**config.mk**
```make
export PLATFORM = sky130hd
export DESIGN_NAME = mult_div_unit
export DESIGN_NICKNAME = d
export VERILOG_FILES = /design/src/rtl/mips_pkg.sv /design/src/rtl/sign_adjust.sv /design/src/rtl/mult_div_unit.sv
export SDC_FILE = /design/constraint.sdc
export NUM_CORES = 1
export LEC_CHECK = 0
export ABC_CLOCK_PERIOD_IN_PS = 5700
export BUFFER_PORTS_ARGS = -buffer_cell sky130_fd_sc_hd__buf_2
export CAP_MARGIN = 30
export CORE_ASPECT_RATIO = 1.75
export CORE_MARGIN = 1.5
export CORE_UTILIZATION = 45
export DETAILED_ROUTE_END_ITERATION = 8
export GPL_ROUTABILITY_DRIVEN = 0
export PLACE_DENSITY = 0.66
export SLEW_MARGIN = 20
export SYNTH_ARGS = -nofsm -noshare
export SYNTH_HDL_FRONTEND = slang
export SYNTH_SLANG_ARGS = --single-unit
```
**constraint.sdc**
```tcl
create_clock -name clk -period 5.7 [get_ports clk]
set_clock_uncertainty 0.1 [all_clocks]
set_input_delay 0.285 -clock clk [delete_from_list [all_inputs] [get_ports clk]]
set_output_delay 0.285 -clock clk [all_outputs]
set_load 0.01 [all_outputs]
```
**src/rtl/mips_pkg.sv**
```systemverilog
`default_nettype none
// ============================================================================
// Module      : mips_pkg
// Description : Shared types for the MIPS core multiply/divide unit.
// Revision    : 1.0 - initial release
// ============================================================================
package mips_pkg;

  typedef enum logic [1:0] {
    MULTU = 2'b00,
    MULT  = 2'b01,
    DIVU  = 2'b10,
    DIV   = 2'b11
  } muldiv_op_t;

  typedef enum logic [1:0] {
    IDLE = 2'b00,
    RUN  = 2'b01,
    FIX  = 2'b10
  } muldiv_state_t;

endpackage
`default_nettype wire

```
**src/rtl/sign_adjust.sv**
```systemverilog
`default_nettype none
// ============================================================================
// Module      : sign_adjust
// Description : Optional two's-complement negation of a WIDTH-bit value.
// Revision    : 1.0 - initial release
// ============================================================================
module sign_adjust #(
  parameter int WIDTH = 32
) (
  input  logic [WIDTH-1:0] value,
  input  logic             negate,
  output logic [WIDTH-1:0] result
);

  assign result = negate ? (~value + WIDTH'(1)) : value;

endmodule
`default_nettype wire

```
**src/rtl/mult_div_unit.sv**
```systemverilog
`default_nettype none
// ============================================================================
// Module      : mult_div_unit
// Description : Iterative multiply/divide unit owning the HI/LO registers.
// Revision    : 1.0 - initial release
// ============================================================================
module mult_div_unit
  import mips_pkg::*;
#(
  parameter int WIDTH = 32
) (
  input  logic             clk,
  input  logic             reset,
  input  logic             start,
  input  logic [1:0]       op,
  input  logic [WIDTH-1:0] a,
  input  logic [WIDTH-1:0] b,
  input  logic             mthi,
  input  logic             mtlo,
  input  logic [WIDTH-1:0] wdata,
  output logic             busy,
  output logic             done,
  output logic             div_by_zero,
  output logic [WIDTH-1:0] hi,
  output logic [WIDTH-1:0] lo
);

  localparam int CNT_W = $clog2(WIDTH) + 1;
  localparam logic [CNT_W-1:0] LAST_ITER = CNT_W'(WIDTH - 1);

  muldiv_state_t        r_state, w_next_state;
  muldiv_op_t           r_op;
  logic [CNT_W-1:0]     r_cnt;
  logic [2*WIDTH-1:0]   r_acc;
  logic [WIDTH-1:0]     r_opnd, r_a_orig;
  logic                 r_neg_res, r_neg_rem;

  logic                 w_signed, w_is_div, w_run_div;
  logic [WIDTH-1:0]     w_a_abs, w_b_abs;
  logic [WIDTH:0]       w_mul_sum, w_div_shift, w_div_diff;
  logic [2*WIDTH-1:0]   w_mul_next, w_div_next, w_prod;
  logic [WIDTH-1:0]     w_quo, w_rem, w_hi_res, w_lo_res;

  assign w_signed  = op[0];
  assign w_is_div  = op[1];
  assign w_run_div = (r_op == DIVU) || (r_op == DIV);

  sign_adjust #(.WIDTH(WIDTH)) u_abs_a (
    .value(a), .negate(w_signed & a[WIDTH-1]), .result(w_a_abs));
  sign_adjust #(.WIDTH(WIDTH)) u_abs_b (
    .value(b), .negate(w_signed & b[WIDTH-1]), .result(w_b_abs));

  // Multiply: accumulator holds {partial product, remaining multiplier bits}.
  assign w_mul_sum  = {1'b0, r_acc[2*WIDTH-1:WIDTH]} + (r_acc[0] ? {1'b0, r_opnd} : '0);
  assign w_mul_next = {w_mul_sum, r_acc[WIDTH-1:1]};

  // Divide: accumulator holds {partial remainder, dividend/quotient bits}.
  assign w_div_shift = r_acc[2*WIDTH-1:WIDTH-1];
  assign w_div_diff  = w_div_shift - {1'b0, r_opnd};
  assign w_div_next  = w_div_diff[WIDTH] ?
                       {w_div_shift[WIDTH-1:0], r_acc[WIDTH-2:0], 1'b0} :
                       {w_div_diff[WIDTH-1:0],  r_acc[WIDTH-2:0], 1'b1};

  sign_adjust #(.WIDTH(2*WIDTH)) u_fix_prod (
    .value(r_acc), .negate(r_neg_res), .result(w_prod));
  sign_adjust #(.WIDTH(WIDTH)) u_fix_quo (
    .value(r_acc[WIDTH-1:0]), .negate(r_neg_res), .result(w_quo));
  sign_adjust #(.WIDTH(WIDTH)) u_fix_rem (
    .value(r_acc[2*WIDTH-1:WIDTH]), .negate(r_neg_rem), .result(w_rem));

  always_comb begin
    w_hi_res = w_prod[2*WIDTH-1:WIDTH];
    w_lo_res = w_prod[WIDTH-1:0];
    if (w_run_div) begin
      if (div_by_zero) begin
        w_hi_res = r_a_orig;
        w_lo_res = '1;
      end else begin
        w_hi_res = w_rem;
        w_lo_res = w_quo;
      end
    end
  end

  always_ff @(posedge clk or posedge reset) begin
    if (reset) r_state <= IDLE;
    else       r_state <= w_next_state;
  end

  always_comb begin
    w_next_state = r_state;
    case (r_state)
      IDLE:    if (start) w_next_state = RUN;
      RUN:     if (r_cnt == LAST_ITER) w_next_state = FIX;
      FIX:     w_next_state = IDLE;
      default: w_next_state = IDLE;
    endcase
  end

  always_ff @(posedge clk or posedge reset) begin
    if (reset) begin
      r_op        <= MULTU;
      r_cnt       <= '0;
      r_acc       <= '0;
      r_opnd      <= '0;
      r_a_orig    <= '0;
      r_neg_res   <= 1'b0;
      r_neg_rem   <= 1'b0;
      busy        <= 1'b0;
      done        <= 1'b0;
      div_by_zero <= 1'b0;
      hi          <= '0;
      lo          <= '0;
    end else begin
      done <= 1'b0;
      case (r_state)
        IDLE: begin
          if (start) begin
            r_op        <= muldiv_op_t'(op);
            r_cnt       <= '0;
            busy        <= 1'b1;
            div_by_zero <= w_is_div && (b == '0);
            r_a_orig    <= a;
            r_neg_res   <= w_signed & (a[WIDTH-1] ^ b[WIDTH-1]);
            r_neg_rem   <= w_signed & a[WIDTH-1];
            if (w_is_div) begin
              r_acc  <= {{WIDTH{1'b0}}, w_a_abs};
              r_opnd <= w_b_abs;
            end else begin
              r_acc  <= {{WIDTH{1'b0}}, w_b_abs};
              r_opnd <= w_a_abs;
            end
          end else begin
            if (mthi) hi <= wdata;
            if (mtlo) lo <= wdata;
          end
        end
        RUN: begin
          r_cnt <= r_cnt + CNT_W'(1);
          r_acc <= w_run_div ? w_div_next : w_mul_next;
        end
        FIX: begin
          hi   <= w_hi_res;
          lo   <= w_lo_res;
          done <= 1'b1;
          busy <= 1'b0;
        end
        default: ;
      endcase
    end
  end

endmodule
`default_nettype wire

```
### Yosys cells after proc, flatten, opt, wreduce, memory -nomap -nowiden

Cells that the tools add are included.

| storage, ports and cells | value |
|---|---|
| input port bits | 103 |
| word-level logic and storage cells | 82 |
| bits in registers | 207 |
| output and inout port bits | 67 |

| cells by class | value |
|---|---|
| multiplexer cells | 30 |
| bitwise logic cells | 9 |
| equal/unequal tests | 10 |
| reduce and logical (&&, ||, !) cells | 12 |
| add/subtract/negate cells | 8 |

Operators with widths:

| operator | number |
|---|---|
| $mux W32 | 15 |
| $mux W64 | 4 |
| $add A32 B1 Y32 const B | 4 |
| $not A32 Y32 | 4 |
| $pmux W32 S2 | 2 |
| $pmux W64 S2 | 1 |
| $add A64 B1 Y64 const B | 1 |
| $not A64 Y64 | 1 |
| $add A32 B32 Y33 | 1 |
| $sub A33 B32 Y33 | 1 |
| $logic_not A32 Y1 | 1 |
| $pmux W6 S2 | 1 |
| $ne A2 B2 Y1 const B | 5 |
| $reduce_and A2 Y1 | 4 |
| $add A6 B1 Y6 const B | 1 |
| $eq A2 B2 Y1 const B | 3 |
| $eq A6 B5 Y1 const B | 1 |
| $mux W6 | 1 |
| $reduce_and A3 Y1 | 2 |
| $mux W2 | 2 |
| $pmux W2 S2 | 1 |
| $reduce_bool A2 Y1 | 2 |
| $and A1 B1 Y1 | 3 |
| $eq A2 B1 Y1 const B | 1 |
| 6 further kinds | 7 |

### Depth between registers and ports, before layout

Gate-level depths: netlist (run 1).

| depth | value |
|---|---|
| depth after elaboration | 6 |
| mapped depth | 16 |
| depth with buffers taken out | 14 |

### Hierarchy

A second synthesis (run 1) with hierarchy kept.

| second synthesis, totals | value |
|---|---|
| cell total of the unflattened synthesis | 2323 |
| area, all modules | 19005.7 um^2 |

Modules (own cells, without submodules):

| module | area each (um^2) | instances | cells an instance |
|---|---|---|---|
| mult_div_unit | 14248.7 | 1 | 1721 |
| sign_adjust (u_abs_a ...) | 777.0 | 4 | 99 |
| sign_adjust (u_fix_prod) | 1649.1 | 1 | 206 |

### Least setup slack after synthesis (run 1)

OpenSTA, ideal clock, no wires.

| path | value |
|---|---|
| path kind | reg2reg |
| from | register r_acc[33] |
| to | register r_acc[42] |
| cell stages (with the launch flop) | 12 |
| arrival time | 3.253 ns |
| required time | 5.469 ns |
| slack | 2.216 ns |
| cell sequence | dfrtp_1 ha_1 nor2b_1 o31a_1 o31a_1 or4_1 a211oi_2 nor3_1 or3_1 buf_2 and3_1 or3_1 |

| on the way | value |
|---|---|
| cells in the longest elaborated chain, start to end | 4 |

Ends and longest elaborated chain:

| item | line | text |
|---|---|---|
| from (decl) | mult_div_unit.sv:34 | `logic [2*WIDTH-1:0] r_acc;` |
| from (signal assigned) | mult_div_unit.sv:127 | `r_acc <= {{WIDTH{1'b0}}, w_a_abs};` |
| from (signal assigned) | mult_div_unit.sv:130 | `r_acc <= {{WIDTH{1'b0}}, w_b_abs};` |
| from (signal assigned) | mult_div_unit.sv:140 | `r_acc <= w_run_div ? w_div_next : w_mul_next;` |
| $sub A33 B32 Y33 | mult_div_unit.sv:59 | `assign w_div_diff = w_div_shift - {1'b0, r_opnd};` |
| $mux W64 | mult_div_unit.sv:60 | `assign w_div_next = w_div_diff[WIDTH] ?` |
| $mux W64 (*) | mult_div_unit.sv:140 |  |
| $pmux W64 S2 (*) | mult_div_unit.sv:116 | `case (r_state)` |

Mark *: on every way between the ends. The rest lies on a longest branch, timed or not.
A chain may end at the register's enable or synchronous reset.

### Worst setup path after layout (run 1)

| path | value |
|---|---|
| from | register r_acc[0] |
| to | register r_acc[59] |

| on the way | value |
|---|---|
| cells in the longest elaborated chain, start to end | 4 |

Ends and longest elaborated chain:

| item | line | text |
|---|---|---|
| $mux W32 | mult_div_unit.sv:54 | `assign w_mul_sum = {1'b0, r_acc[2*WIDTH-1:WIDTH]} + (r_acc[0] ? {1'b0, r_opnd} : '0);` |
| $add A32 B32 Y33 | mult_div_unit.sv:54 |  |
| $mux W64 | mult_div_unit.sv:140 |  |
| $pmux W64 S2 | mult_div_unit.sv:116 |  |

Every way passes these cells.

==> out/qor.yml, run 1 <==
hold_path.class: "input port to register"
yosysWarnings: 0
slowest_stage: "dfrtp_1"
start_util_pct: 45.5
finalCritPeriodShare_pct: 77.1
r2r_start: "r_acc[0]"
via_per_inst: 6.38
worst_path_dominant_cell_family: "compound AO/OA/AOI/OAI gates"
cts_root_buffer: "clkbuf_16"
place_inst: 2707
dieArea_um2: 39100
fmax_mhz: 228
htree_levels: 1
grt_pass1_vias: 17400
rr_worst_depth: 13
final_antenna_net_count: 0
nNetsFinal: 2477
power.density_nw_per_um2: 543
place_area_um2: 18200
syn_to_final_growth_pct: 14.2
wl_per_cell_um: 25.5
synthFlopType: "dfrtp_1"
cts_tree: "built"
finalSetupTns_ns: 0
final_max_slew_viol_count: 0
ys_types: 82
drive_gt1_share_pct: 13.4
worst_hold_startpoint: "wdata[13]"
status: "finished clean"
dp_hpwl_mm: 53.0
vias: 17900
min_to: "hi[13]"
die_width_um: 150
grt_start_max_net_pins: 91
holdPathStages: 3
yosysTopAreaCell: "dfrtp_1"
worst_pin_slew_ns: 1.05
async_reset_ff_share_pct: 100
die_h_um: 261
avgSynthCellArea_um2: 7.80
hold_viol: 0
clk_path_buf_depth: 3
worstSetupPathType: "register to register"
synth-edff-count: 0
portBuffers: 169
r2r_setup_slack_ns: 1.31
hold_slack_ns: 0.00614
antenna_found_initial: 1
syn-instance-count: 2188
maxCapViolCount: 0
worstPathCellList: "inv_1 -> buf_4 -> nor2_1 -> ha_1 -> and3_1 -> a221o_1 -> a21oi_1 -> a31oi_1 -> a221o_1 -> a31oi_1 -> o41ai_1 -> nor4_1 -> a311oi_1"
layout_setup_ws_ns: 1.31
synth_top_area_share_pct: 30.2
drt_iter0_drc: 1724
ys_seq_area_share_pct: 30.2
setup_violations: 0
crit_path_max_incr_delay_ns: 0.59
final_cells: 2803
netlist_area_um2: 17100
pre_cts_slack_ns: 1.54
cp-start-kind: "register"
grt_util_all_layers_pct: 36.6
r2r_end: "r_acc[59]"
worstSkewPairLatency_ns: 0.55
final_area_um2: 19500
p_total_mw: 10.6
fin_util_pct: 51.9
slew_headroom_pct: 30.2
worst_ir_drop_vdd_v: 0.000318
core_area_um2: 37500
min_period_ns: 4.39
required_ns: 6.01
cts_sinks: 206
cp_num_buf_inv: 2
cts_buffers: 23
io_pins: 170
syn_nets: 2362
critPathCaptureType: "register"
wirelength_mm: 71.5
worst-path-max-fanout: 31
clkSlewWorstSetupHoldPaths_ns: 0.06
rsz0062_at_grt: "false"
globalRouteOverflowTotal: 0
drc: 0
path_depth: 13
grt_first_pass_wirelength_mm: 106
yosys-top-cells-area: "dfrtp_1 (30%), o21ai_0 (6.6%), a21oi_1 (6.3%)"
dr.pass1.iters: 8
arrival_ns: 4.70
leakage_nw: 8.49
synth-seq-cells: 206
fp-row-count: 94
-- registers in the layout (all words and copies together), names as in the netlist, 2 cells and up --
| register | count |
|---|---|
| lo | 32 |
| r_opnd | 32 |
| hi | 32 |
| r_state | 2 |
| r_a_orig | 32 |
| r_cnt | 6 |
| r_acc | 64 |
-- worst min-delay path: cells and delay by family --
family                 cells  cell delay (ns)
AO/OA/AOI/OAI              2             0.23
buffers and inverters      1             0.09
-- cell usage in the layout (no fill, tap or decap), types with 11 or more instances in the layout --
master,Yosys,final
nand2_1,258,258
o21ai_0,226,226
a21oi_1,216,216
nor2_1,210,209
dfrtp_1,206,203
buf_2,4,168
xnor2_1,99,99
xor2_1,74,74
inv_1,74,73
ha_1,69,69
mux2i_1,67,67
dlygate4sd3_1,0,46
o22ai_1,42,42
a21o_1,33,33
mux2_2,32,32
nor3_1,30,29
o31ai_1,27,27
buf_4,2,26
nand3_1,25,25
a22oi_1,23,23
clkbuf_16,0,23
o211ai_1,21,21
or3_1,20,19
a211oi_1,17,17
nor4_1,16,16
a31oi_1,16,16
o21a_1,15,15
nand2b_1,15,14
or4_1,13,13
o21bai_1,14,13
o41ai_1,12,12
or2_2,11,11
and2_1,11,11
-- cell type report --
| cell class | count | area [µm²] |
|---|---|---|
| Fill cell | 3565 | 18000 |
| Clock inverter | 12 | 125 |
| Timing Repair Buffer | 245 | 1620 |
| Clock buffer | 30 | 632 |
| Inverter | 74 | 282 |
| Multi-Input combinational cell | 1753 | 11100 |
| Tap cell | 480 | 601 |
| Sequential cell | 206 | 5160 |
| Antenna cell | 3 | 7.51 |
-- cell families after synthesis --
family | share of synthesized area, %
buf+inv | 5.17
mux | 6.04
fa+ha+maj | 5.29
compound gates | 26.3
flops | 30.2
xor+xnor | 8.88
simple gates | 18.1
-- worst max-delay path by stage --
stage,from,slack [ns],endpoint
after floorplan,r_acc[33],2.22,r_acc[42]
after global placement,r_acc[31],1.55,r_acc[42]
after detailed placement,r_acc[0],1.54,r_acc[59]
after CTS,r_acc[31],1.49,r_acc[42]
after global routing,r_acc[0],1.24,r_acc[59]
final,r_acc[0],1.31,r_acc[59]
-- power breakdown --
part	leakage [nW]	internal, mW	switching [mW]
Sequential	2.52	1.96	0.958
Combinational	5.61	2.40	3.73
Clock	0.367	0.876	0.664
Total	8.49	5.24	5.35
-- Yosys cell counts, types with 15 or more instances --
cell type  count
inv_1         74
a21oi_1      216
nand3_1       25
o21ai_0      226
nor2_1       210
a211oi_1      17
mux2_2        32
a21o_1        33
a31oi_1       16
o22ai_1       42
nand2_1      258
clkbuf_1     132
ha_1          69
nand2b_1      15
a22oi_1       23
xnor2_1       99
or3_1         20
nor4_1        16
mux2i_1       67
nor3_1        30
o31ai_1       27
dfrtp_1      206
xor2_1        74
o211ai_1      21
o21a_1        15
-- layer usage --
layer  wire length (µm)  vias up  track usage [%]
met5                 13        -                0
met4               7830        2             33.0
met3               5550      334             6.75
met2              34500      963             61.4
met1              23600     8514             38.6
li1                   -     8070                -
-- repair_timing --
item | 4_1_cts | 5_1_grt
buffers inserted | 0 | 0
hold buffers | 46 | 0
hold endpoints to repair | 71 | 0
gates resized for setup | 0 | 0
No activity file was read; power rests on OpenSTA's default activity.
==> inputs of run 2 (changes only) <==
--- a/config.mk
+++ b/config.mk
@@ -5,7 +5,7 @@
 export SDC_FILE = /design/constraint.sdc
 export NUM_CORES = 1
 export LEC_CHECK = 0
-export ABC_CLOCK_PERIOD_IN_PS = 5700
+export ABC_CLOCK_PERIOD_IN_PS = 4000
 export BUFFER_PORTS_ARGS = -buffer_cell sky130_fd_sc_hd__buf_2
 export CAP_MARGIN = 30
 export CORE_ASPECT_RATIO = 1.75
==> constraint.sdc (replaced) <==
create_clock -name clk -period 4 [get_ports clk]
set_clock_uncertainty 0.1 [all_clocks]
set_input_delay 0.2 -clock clk [delete_from_list [all_inputs] [get_ports clk]]
set_output_delay 0.2 -clock clk [all_outputs]
set_load 0.01 [all_outputs]
==> run 2 against run 1 <==
Combinational power up 57%. Power up 48%. Highest routed layer unchanged. Cell count increased by 2.4%. Critical path depth down 2. Global-route usage decreased by 0.35 points. Die area unchanged. Sequential share of layout area decreased by 0.85 points. Critical path type unchanged. Count of clock-buffer cells in the layout is 6 lower.
==> out/qor.yml, run 2 (same netlist as run 1, synthesis figures left out) <==
status: "finished clean"
worst_ir_drop_vdd_v: 0.000464
final_antenna_net_count: 0
maxCapViolCount: 0
portBuffers: 169
setup_violations: 0
syn_to_final_growth_pct: 18.0
power_frac_comb_pct: 61.1
cts_sinks: 206
r2r_setup_slack_ns: 0.16
hold_viol: 0
top_usage_layer: "met2"
cp-start-kind: "register"
final_cells: 2871
min_to: "r_opnd[30]"
required_ns: 4.29
grt_first_pass_wirelength_mm: 106
grt_util_all_layers_pct: 36.3
dp_hpwl_mm: 52.9
finalCritPeriodShare_pct: 96.0
power.density_nw_per_um2: 778
grt_pass1_vias: 18000
r2r_end: "hi[30]"
slew_headroom_pct: 31.3
largest_register_ffs: 64
vias: 18100
antenna_found_initial: 3
io_pins: 170
p_switching_mw: 7.70
holdPathStages: 4
leakage_nw: 8.85
grt_use_met3_pct: 6.80
grt_use_met1_pct: 37.5
die_width_um: 150
worst-path-max-fanout: 8
final_common_cell: "nand2_1"
via_per_inst: 6.31
htree_levels: 1
wl_per_cell_um: 24.6
p_sw_share_pct: 49.2
wirelength_mm: 70.5
rsz0062_at_grt: "false"
use_met2_pct: 59.7
start_util_pct: 45.5
final_max_slew_viol_count: 0
die_h_um: 261
final_cell_mix: "nand2_1 (258), o21ai_0 (225), a21oi_1 (215)"
worstSetupPathType: "register to register"
cts_tree: "built"
clkSlewWorstSetupHoldPaths_ns: 0.07
cts_root_buffer: "clkbuf_16"
globalRouteOverflowTotal: 0
critPathCaptureType: "register"
power.share.clock_pct: 14.9
dieArea_um2: 39100
p_int_mw: 7.97
worstSkewPairLatency_ns: 0.54
post_cts_buffers: 0
nNetsFinal: 2548
drc: 0
largest_register: "r_acc"
place_inst: 2760
worst_pin_slew_ns: 1.02
finalSetupTns_ns: 0
drive_gt1_share_pct: 15.4
fp-row-count: 94
clk_path_buf_depth: 3
worst_hold_startpoint: "b[30]"
seq_power_share_pct: 23.9
grt_start_max_net_pins: 104
min_period_ns: 3.84
hold_path.class: "input port to register"
fmax_mhz: 261
rr_worst_depth: 11
arrival_ns: 4.13
cts_buffers: 22
core_area_um2: 37500
r2r_start: "r_acc[32]"
drt_iter0_drc: 1549
dr.pass1.iters: 6
run 2: worst max-delay path: stages, from the launching register on:
cell      delay (ns)
dfrtp_1         0.43
inv_1           0.18
ha_1            0.20
or3b_4          0.40
or4b_4          0.53
or4_1           0.66
o41ai_1         0.39
nand2b_1        0.11
o21ai_0         0.16
o21ai_0         0.12
a21oi_2         0.27
o21ai_0         0.14
run 2: worst max path at each step:
stage              start        end  slack, ns
4_1_cts        r_acc[32]     hi[30]       0.09
3_3_place_gp   r_acc[33]     hi[24]       0.21
2_1_floorplan  r_acc[33]  r_acc[42]       0.52
5_1_grt        r_acc[32]     hi[24]       0.03
3_5_place_dp   r_acc[32]     hi[30]       0.13
6_report       r_acc[32]     hi[30]       0.16
run 2: per-layer routing:
metal,part of all wire (%),wire length (µm)
met5,0.037,26
met4,13,8860
met3,7.0,4920
met1,33,23600
met2,47,33100
run 2: what timing repair did:
item                                   4_1_cts  5_1_grt
resized for setup                            0        6
endpoints found under the hold margin      297        0
setup endpoints to repair                    0        8
hold buffers                                67        0
run 2: final cells by class:
cell class                      count  area (µm²)
Sequential cell                   206        5160
Timing Repair Buffer              317        2200
Fill cell                        3514       17400
Multi-Input combinational cell   1753       11100
Inverter                           74         282
Tap cell                          480         601
Clock inverter                     16         216
Antenna cell                        1        2.50
Clock buffer                       24         589
run 2: power groups by stage:
| stage | Clock, mW | Combinational, mW | Sequential, mW |
|---|---|---|---|
| 2_1_floorplan | 0 | 6.25 | 3.43 |
| 4_1_cts | 2.36 | 9.26 | 3.70 |
| 5_1_grt | 2.42 | 10.3 | 3.79 |
| 3_3_place_gp | 0 | 9.02 | 3.71 |
| 6_report | 2.34 | 9.58 | 3.75 |
| 3_5_place_dp | 0 | 9.14 | 3.72 |
run 2: through the flow:
stage / hold WS (ns) / worst slack [ns] / power (mW) / util, % / cell area [µm²]
after global routing: 0.0237 / 0.0283 / 16.5 / 53.6 / 20100
after floorplan: 0.228 / 0.516 / 9.67 / - / 17100
after global placement: 0.0424 / 0.210 / 12.7 / 49.5 / 18600
after detailed placement: 0.0430 / 0.132 / 12.9 / 49.5 / 18600
final: 0.0323 / 0.162 / 15.7 / 53.6 / 20100
after CTS: 0.00790 / 0.0895 / 15.3 / 53.5 / 20100
